**src/rtl/clock_divider_pkg.sv**
```systemverilog
// Shared types and constants for the programmable clock divider.
package clock_divider_pkg;

  typedef enum logic {
    CH_OFF = 1'b0,
    CH_RUN = 1'b1
  } ch_state_e;

  // Smallest divisor a channel will hold; smaller writes are raised to this.
  localparam int MIN_DIV = 2;

endpackage

```
**src/rtl/clock_divider_prog_ch.sv**
```systemverilog
// One divider channel: run/stop FSM, period counter, pending divisor, registered outputs.
//
//  state  | meaning
//  -------+-----------------------------------------------------------------
//  CH_OFF | idle, counter held at 0, outputs low; pending divisor applied next cycle
//  CH_RUN | counting 0..D-1; stop and divisor changes take effect at cnt==D-1
module clock_divider_prog_ch
  import clock_divider_pkg::*;
#(
  parameter int DIV_WIDTH   = 8,
  parameter int DEFAULT_DIV = 2
) (
  input  logic                 i_clk,
  input  logic                 i_rst_n,
  input  logic                 i_en,
  input  logic                 i_wr,
  input  logic [DIV_WIDTH-1:0] i_wr_div,
  output logic                 o_pending,
  output logic                 o_divided_clk,
  output logic                 o_tick,
  output logic                 o_running
);

  ch_state_e            state_q, state_nxt;
  logic [DIV_WIDTH-1:0] cnt_q, cnt_nxt;
  logic [DIV_WIDTH-1:0] div_q, div_nxt;
  logic [DIV_WIDTH-1:0] pend_div_q;
  logic                 pend_q;
  logic                 apply;
  logic                 boundary;
  logic [DIV_WIDTH-1:0] half_nxt;
  logic [DIV_WIDTH-1:0] wr_div_s;
  logic                 dclk_nxt;
  logic                 tick_nxt;

  assign boundary  = (cnt_q == div_q - DIV_WIDTH'(1));
  assign wr_div_s  = (i_wr_div < DIV_WIDTH'(MIN_DIV)) ? DIV_WIDTH'(MIN_DIV) : i_wr_div;
  assign o_pending = pend_q;

  // Next state, counter and divisor; outputs are derived from the next values so they stay registered.
  always_comb begin
    state_nxt = state_q;
    cnt_nxt   = '0;
    div_nxt   = div_q;
    apply     = 1'b0;
    case (state_q)
      CH_OFF: begin
        if (pend_q) begin
          div_nxt = pend_div_q;
          apply   = 1'b1;
        end
        if (i_en) state_nxt = CH_RUN;
      end
      CH_RUN: begin
        if (boundary) begin
          if (pend_q) begin
            div_nxt = pend_div_q;
            apply   = 1'b1;
          end
          if (!i_en) state_nxt = CH_OFF;
        end else begin
          cnt_nxt = cnt_q + DIV_WIDTH'(1);
        end
      end
      default: state_nxt = CH_OFF;
    endcase
    // ceil(D/2) without widening: D=2^W-1 stays in range.
    half_nxt = (div_nxt >> 1) + {{(DIV_WIDTH-1){1'b0}}, div_nxt[0]};
    dclk_nxt = (state_nxt == CH_RUN) && (cnt_nxt < half_nxt);
    tick_nxt = (state_nxt == CH_RUN) && (cnt_nxt == div_nxt - DIV_WIDTH'(1));
  end

  // Channel state, divisor bookkeeping and output registers.
  always_ff @(posedge i_clk or negedge i_rst_n) begin
    if (!i_rst_n) begin
      state_q       <= CH_OFF;
      cnt_q         <= '0;
      div_q         <= DIV_WIDTH'(DEFAULT_DIV);
      pend_div_q    <= '0;
      pend_q        <= 1'b0;
      o_divided_clk <= 1'b0;
      o_tick        <= 1'b0;
      o_running     <= 1'b0;
    end else begin
      state_q       <= state_nxt;
      cnt_q         <= cnt_nxt;
      div_q         <= div_nxt;
      o_divided_clk <= dclk_nxt;
      o_tick        <= tick_nxt;
      o_running     <= (state_nxt == CH_RUN);
      // A write is only accepted while nothing is pending, so it never collides with apply.
      if (i_wr) begin
        pend_q     <= 1'b1;
        pend_div_q <= wr_div_s;
      end else if (apply) begin
        pend_q <= 1'b0;
      end
    end
  end

endmodule

```
**src/rtl/clock_divider_prog.sv**
```systemverilog
// N-channel runtime-programmable clock divider: write decode, ready mux and channel array.
// Outputs are clock-like levels; use o_tick as an enable or buffer o_divided_clk properly.
module clock_divider_prog
  import clock_divider_pkg::*;
#(
  parameter  int N           = 4,
  parameter  int DIV_WIDTH   = 8,
  parameter  int DEFAULT_DIV = 2,
  localparam int CH_W        = (N > 1) ? $clog2(N) : 1
) (
  input  logic                 i_clk,
  input  logic                 i_rst_n,
  input  logic [N-1:0]         i_en,
  input  logic                 i_cfg_valid,
  input  logic [CH_W-1:0]      i_cfg_ch,
  input  logic [DIV_WIDTH-1:0] i_cfg_div,
  output logic                 o_cfg_ready,
  output logic [N-1:0]         o_divided_clk,
  output logic [N-1:0]         o_tick,
  output logic [N-1:0]         o_running
);

  logic [N-1:0] pending;
  logic [N-1:0] wr;

  // Ready follows the addressed channel's pending flag; unmapped channels always accept and drop.
  always_comb begin
    o_cfg_ready = 1'b1;
    wr          = '0;
    for (int i = 0; i < N; i++) begin
      if (i_cfg_ch == CH_W'(i)) begin
        o_cfg_ready = !pending[i];
        wr[i]       = i_cfg_valid && !pending[i];
      end
    end
  end

  for (genvar g = 0; g < N; g++) begin : g_ch
    clock_divider_prog_ch #(
      .DIV_WIDTH   (DIV_WIDTH),
      .DEFAULT_DIV (DEFAULT_DIV)
    ) u_ch (
      .i_clk         (i_clk),
      .i_rst_n       (i_rst_n),
      .i_en          (i_en[g]),
      .i_wr          (wr[g]),
      .i_wr_div      (i_cfg_div),
      .o_pending     (pending[g]),
      .o_divided_clk (o_divided_clk[g]),
      .o_tick        (o_tick[g]),
      .o_running     (o_running[g])
    );
  end

endmodule
```
**config.mk**
```make
export PLATFORM = sky130hd
export DESIGN_NAME = clock_divider_prog
export DESIGN_NICKNAME = d
export VERILOG_FILES = /design/src/rtl/clock_divider_pkg.sv /design/src/rtl/clock_divider_prog_ch.sv /design/src/rtl/clock_divider_prog.sv
export SDC_FILE = /design/constraint.sdc
export NUM_CORES = 1
export LEC_CHECK = 0
export BUFFER_PORTS_ARGS = -buffer_cell sky130_fd_sc_hd__buf_2
export CORE_MARGIN = 1.5
export CORE_UTILIZATION = 35
export CTS_CLUSTER_SIZE = 16
export DETAILED_ROUTE_END_ITERATION = 10
export SYNTH_ARGS = -nofsm -noshare
export SYNTH_HDL_FRONTEND = slang
export SYNTH_HIERARCHICAL = 1
export SYNTH_SLANG_ARGS = --single-unit
```
**constraint.sdc**
```tcl
create_clock -name i_clk -period 3.91 [get_ports i_clk]
set_input_delay 0 -clock i_clk [delete_from_list [all_inputs] [get_ports i_clk]]
set_output_delay 0 -clock i_clk [all_outputs]
set_load 0.02 [all_outputs]
```
## Word-level counts from Yosys, hierarchy flattened

Index checks and enable logic that the tools add are counted.

| storage, ports and cells | value |
|---|---|
| input bits | 17 |
| bits in latches | 0 |
| bits in writable memories | 0 |
| register bits after elaboration | 112 |
| logic and storage cells | 146 |
| memories | 0 |
| memory bits (read-only) | 0 |

| operators by class | value |
|---|---|
| $add $sub $neg | 16 |
| order comparisons | 5 |
| multiplexer cells | 61 |
| bitwise gates (word level) | 4 |
| divide/modulo/power cells | 0 |
| reductions and logical operators | 21 |
| multipliers | 0 |
| eq/ne operators | 11 |
| shift-type cells | 0 |

Operator list:

| cell | number |
|---|---|
| 8-bit two-way mux | 17 |
| 8-bit equality test | 8 |
| 8-bit case mux with 2 select lines | 4 |
| 8-bit by 1-bit subtractor with 8-bit output, second input constant | 8 |
| 7-bit by 1-bit adder with 8-bit output | 4 |
| 8-bit by 1-bit adder with 8-bit output, second input constant | 4 |
| 8-bit < comparator | 4 |
| 1-bit two-way mux | 32 |
| 1-bit case mux with 2 select lines | 8 |
| 1-bit logical AND | 12 |
| 8-bit by 2-bit < comparator with 1-bit output, second input constant | 1 |
| 2-bit nonzero test | 4 |
| 2-bit equality test, second input constant | 2 |
| 1-bit zero test | 4 |
| 1-bit NOT | 4 |
| 2-bit by 1-bit equality test with 1-bit output, second input constant | 1 |
| 2-bit zero test | 1 |

## Longest topological paths before layout

| depth | value |
|---|---|
| word-level depth | 7 |
| depth in mapped cells | 20 |
| depth with buffers taken out | 18 |

## Hierarchy

Netlist, hierarchy kept.

By module, submodules not included:

| module | cells each | instances | area an instance (sq um) |
|---|---|---|---|
| clock_divider_prog_ch | 214 | 4 | 2050.7 |
| clock_divider_prog | 7 | 1 | 61.3 |

## Worst setup path before layout

Ideal clock, no wire load.

| timing | value |
|---|---|
| kind | flip-flop to flip-flop |
| start point | register g_ch[0].u_ch.div_q[1] |
| end point | register g_ch[0].u_ch.o_divided_clk |
| arrival time | 3.910 ns |
| library setup time | 0.120 ns |
| cell stages (with the launch flop) | 17 |
| buffers on the path | 1 |
| required time | 3.790 ns |
| period minus slack after synthesis | 4.029 ns |
| slack | -0.119 ns |
| cell sequence | dfstp_2 inv_1 ha_1 nor3b_1 a2111oi_1 a41o_4 nand2_8 buf_2 o21ai_0 ha_1 nand2_1 or4_4 or3_1 ha_1 and4_1 o21ai_0 and3_1 |

| between the ends | value |
|---|---|
| word-level cells in the longest chain between the ends | 7 |

RTL lines:

| element | line | text |
|---|---|---|
| start: declaration | clock_divider_prog_ch.sv:26 | `logic [DIV_WIDTH-1:0] div_q, div_nxt;` |
| start signal: assignment | clock_divider_prog_ch.sv:78 | `div_q <= DIV_WIDTH'(DEFAULT_DIV);` |
| start signal: assignment | clock_divider_prog_ch.sv:87 | `div_q <= div_nxt;` |
| 8-bit by 1-bit subtractor with 8-bit output | clock_divider_prog_ch.sv:36 | `assign boundary = (cnt_q == div_q - DIV_WIDTH'(1));` |
| 8-bit equality test | clock_divider_prog_ch.sv:36 |  |
| 8-bit two-way mux | clock_divider_prog_ch.sv:55 | `if (boundary) begin` |
| 8-bit case mux with 2 select lines | clock_divider_prog_ch.sv:46 | `case (state_q)` |
| via g_ch[0].u_ch.div_nxt[0] | clock_divider_prog_ch.sv:26 |  |
| 7-bit by 1-bit adder with 8-bit output | clock_divider_prog_ch.sv:68 | `half_nxt = (div_nxt >> 1) + {{(DIV_WIDTH-1){1'b0}}, div_nxt[0]};` |
| 8-bit < comparator | clock_divider_prog_ch.sv:69 | `dclk_nxt = (state_nxt == CH_RUN) && (cnt_nxt < half_nxt);` |
| 1-bit logical AND | clock_divider_prog_ch.sv:69 |  |
| via g_ch[0].u_ch.dclk_nxt | clock_divider_prog_ch.sv:33 | `logic dclk_nxt;` |
| end signal: assignment | clock_divider_prog_ch.sv:88 | `o_divided_clk <= dclk_nxt;` |
| end: declaration | clock_divider_prog_ch.sv:19 | `output logic o_divided_clk,` |

The timed path passes the listed nets, and every way through them passes these cells.
A chain may end at the register's enable or synchronous reset.

## Worst setup path in the final report

| timing | value |
|---|---|
| start point | register g_ch[3].u_ch.div_q[3] |
| end point | register g_ch[3].u_ch.o_divided_clk |

| between the ends | value |
|---|---|
| word-level cells in the longest chain between the ends | 7 |

RTL lines:

| element | line |
|---|---|
| start: declaration | clock_divider_prog_ch.sv:26 |
| start signal: assignment | clock_divider_prog_ch.sv:78 |
| start signal: assignment | clock_divider_prog_ch.sv:87 |
| 8-bit by 1-bit subtractor with 8-bit output | clock_divider_prog_ch.sv:36 |
| 8-bit equality test | clock_divider_prog_ch.sv:36 |
| 8-bit two-way mux | clock_divider_prog_ch.sv:55 |
| 8-bit case mux with 2 select lines | clock_divider_prog_ch.sv:46 |
| 7-bit by 1-bit adder with 8-bit output | clock_divider_prog_ch.sv:68 |
| 8-bit < comparator | clock_divider_prog_ch.sv:69 |
| 1-bit logical AND (*) | clock_divider_prog_ch.sv:69 |
| via g_ch[3].u_ch.dclk_nxt | clock_divider_prog_ch.sv:33 |
| end signal: assignment | clock_divider_prog_ch.sv:88 |
| end: declaration | clock_divider_prog_ch.sv:19 |

The timed path passes the listed nets; every way through them passes the cells marked *.

==> impl_metrics.ini <==
[clock_tree]
root_buffer = clkbuf_16
numCtsBuffers = 9
htreeDepth = 3
clk_pin_slew_ns = 0.08
cts_tree = yes
clk_latency_ns = 0.37
cts_sinks = 112
cts_max_path_buffers = 2

[power]
power.ir.vdd_worst_mv = 0.208
power_density_nw_per_um2 = 294
leakage_nw = 4.51

[floorplanning]
fp.dieW_um = 157
coreArea_um2 = 23300
fp.dieH_um = 157
rows = 56
start_util_pct = 35.4
ios = 30
die_area_um2 = 24500

[drt]
drc_errors = 0
vias_per_cell = 5.21
ant_nets = 0
dr.first_iter.drc_count = 520
firstDrtPassIters = 5
wl_per_cell_um = 16.8
wirelength_um = 21800
vias = 6748

[timing]
period_share_pct = 100
fmax_mhz = 255
slew_headroom_pct = 28.7
worstMarginPinSlew_ns = 1.06
setup_viol = 1
whs_ns = 0.0125
drv_slew = 0
hold_viol = 0
rsz0062_at_grt = yes
setup_slack_ns = -0.0159
finClkSkew_ns = 0.00774
period_needed_ns = 3.93

[synthesis]
synth_edf_count = 0
yosysTopAreaCellShare_pct = 32.7
ys.flop_type = dfrtp_1
syn_area_per_cell_um2 = 9.58
syn-num-nets = 920
synth_area_leaders = dfrtp_1, xnor2_1, ha_1
synth-seq-cells = 112
synth_cell_types = 55
seq_area_frac_synth_pct = 34.0
synth_most_common_cell = dfrtp_1
synthCells = 863
ys_top_cells_by_count = dfrtp_1, xnor2_1, nand2_1, nor2_1, inv_1
syn-cell-area_um2 = 8260
yosys_warnings = 6
yosysTopAreaCell = dfrtp_1
async_reset_ff_share_pct = 100

[worst_setup_path]
critPathLaunchType = flop
critPathMaxFanout = 7
worstPathArrival_ns = 4.18
r2r-start = g_ch[3].u_ch/div_q[3]
r2r-end = g_ch[3].u_ch/o_divided_clk
r2r_cells = 14
r2r_setup_slack_ns = -0.02
cp.required_ns = 4.16
crit_type = flop to flop
endpoint_kind = flop

[placed_design]
placement.cell_area_um2 = 9190
gp_congestion = 0.889
port_buffers = 29
place_ws_ns = 0.00144
hpwl_um = 15800

[run]
maxCapViolCount = 0

[finish]
final-seq-area_um2 = 2810
fillCellCount = 2214
final_area_um2 = 10100
final_nets = 1026
multi_input_area_um2 = 5450
synthToLayoutAreaGrowth_pct = 22.4
drive_above_1_share_pct = 25.8

[global_routing]
grt_pass1_vias = 6605
grt_first_pass_wirelength_um = 34700
grt-ovfl-total = 0
antenna_found_initial = 1
grt_usage_pct = 17.9
grt_max_degree = 73

[status]
outcome = finished with violations
violations = setup timing

[min_path]
hold_path_end = g_ch[3].u_ch/pend_div_q[3]
hold_class = input pin to flop
min_from = i_cfg_div[3]
whs_path_depth = 2
-- cells in the final DEF (no fill, tap or decap), drive strengths merged, types with 36 or more instances in the layout --
cell type / count
dfrtp: 108
inv: 51
mux2: 36
xor2: 36
ha: 40
buf: 123
xnor2: 80
mux2i: 36
nand2: 77
nor2: 56
-- critical path: stages, from the launching register on --
cell and delay (ns):
dfrtp_1 0.48, or4_4 0.48, nor4_2 0.25, a311o_1 0.21
a41o_4 0.25, nand2_8 0.08, mux2_4 0.27, ha_4 0.15
nand2_4 0.05, or4_4 0.55, or3_4 0.39, ha_4 0.27
and4_1 0.18, o21ai_1 0.06, and3_1 0.14
-- area by class of cell --
type / count / area share [%]
well taps: 319 / 3.95
multi-input cells: 666 / 53.9
repair buffers: 131 / 9.45
flip-flops and latches: 112 / 27.8
diodes: 1 / 0.0247
clock buffers: 11 / 2.50
clock inverters: 5 / 0.606
inverters: 49 / 1.82
-- state kept, by name (all words and copies together) (netlist names) --
register,count
g_ch.u_ch/cnt_q,32
g_ch.u_ch/div_q,32
g_ch.u_ch/pend_div_q,32
g_ch.u_ch/o_divided_clk,4
g_ch.u_ch/o_pending,4
g_ch.u_ch/o_tick,4
g_ch.u_ch/state_q,4
-- worst max-delay path by stage --
stage | startpoint | end | cells after the start | slack, ns
5_1_grt | g_ch[2].u_ch/div_q[3] | g_ch[2].u_ch/o_divided_clk | 16 | -0.11
3_5_place_dp | g_ch[2].u_ch/div_q[1] | g_ch[2].u_ch/o_divided_clk | 15 | 0.001
3_3_place_gp | g_ch[3].u_ch/div_q[1] | g_ch[3].u_ch/o_divided_clk | 15 | -0.02
4_1_cts | g_ch[3].u_ch/div_q[1] | g_ch[3].u_ch/o_divided_clk | 15 | 0.003
6_report | g_ch[3].u_ch/div_q[3] | g_ch[3].u_ch/o_divided_clk | 14 | -0.02
2_1_floorplan | g_ch[0].u_ch/div_q[1] | g_ch[0].u_ch/o_divided_clk | 16 | 0.004
-- what timing repair did --
action	in CTS	in global routing
hold endpoints to repair	84	0
setup endpoints to repair	2	4
hold buffers	8	0
gates resized for setup	3	65
setup buffers	0	22
pin swaps	4	35
-- power by group --
group	switching (W)	total (W)	internal, W	leakage (nW)
logic	0.000183	0.000402	0.000219	2.97
registers	0.000246	0.00157	0.00132	1.38
clock network	0.000467	0.00101	0.000538	0.157
total	0.000896	0.00298	0.00208	4.51
-- layer usage --
layer	vias up	wire length, um	GRT usage [%]
met3	28	577	1.97
met5	-	0	0
met1	3316	10200	24.1
li1	3304	-	-
met2	100	10600	29.8
met4	0	374	6.12
-- through the flow --
step,TNS [ns],total power [W],utilization [%],cells
after global placement,-0.0162,0.00197,39.4,1247
after detailed placement,0,0.00197,39.4,1247
after global routing,-0.289,0.00313,43.4,1294
final,-0.0159,0.00298,43.4,1294
after CTS,0,0.00299,41.2,1271
after floorplan,0,0.00179,-,863
-- cells by family after synthesis --
family / after synthesis / share of synthesized area [%]
buf+inv: 85 / 4.53
simple gates: 313 / 22.2
xor+xnor: 116 / 12.3
flops: 112 / 34.0
mux: 73 / 9.72
fa+ha+maj: 40 / 6.06
compound gates: 124 / 11.2
No activity file was read; power rests on OpenSTA's default activity.
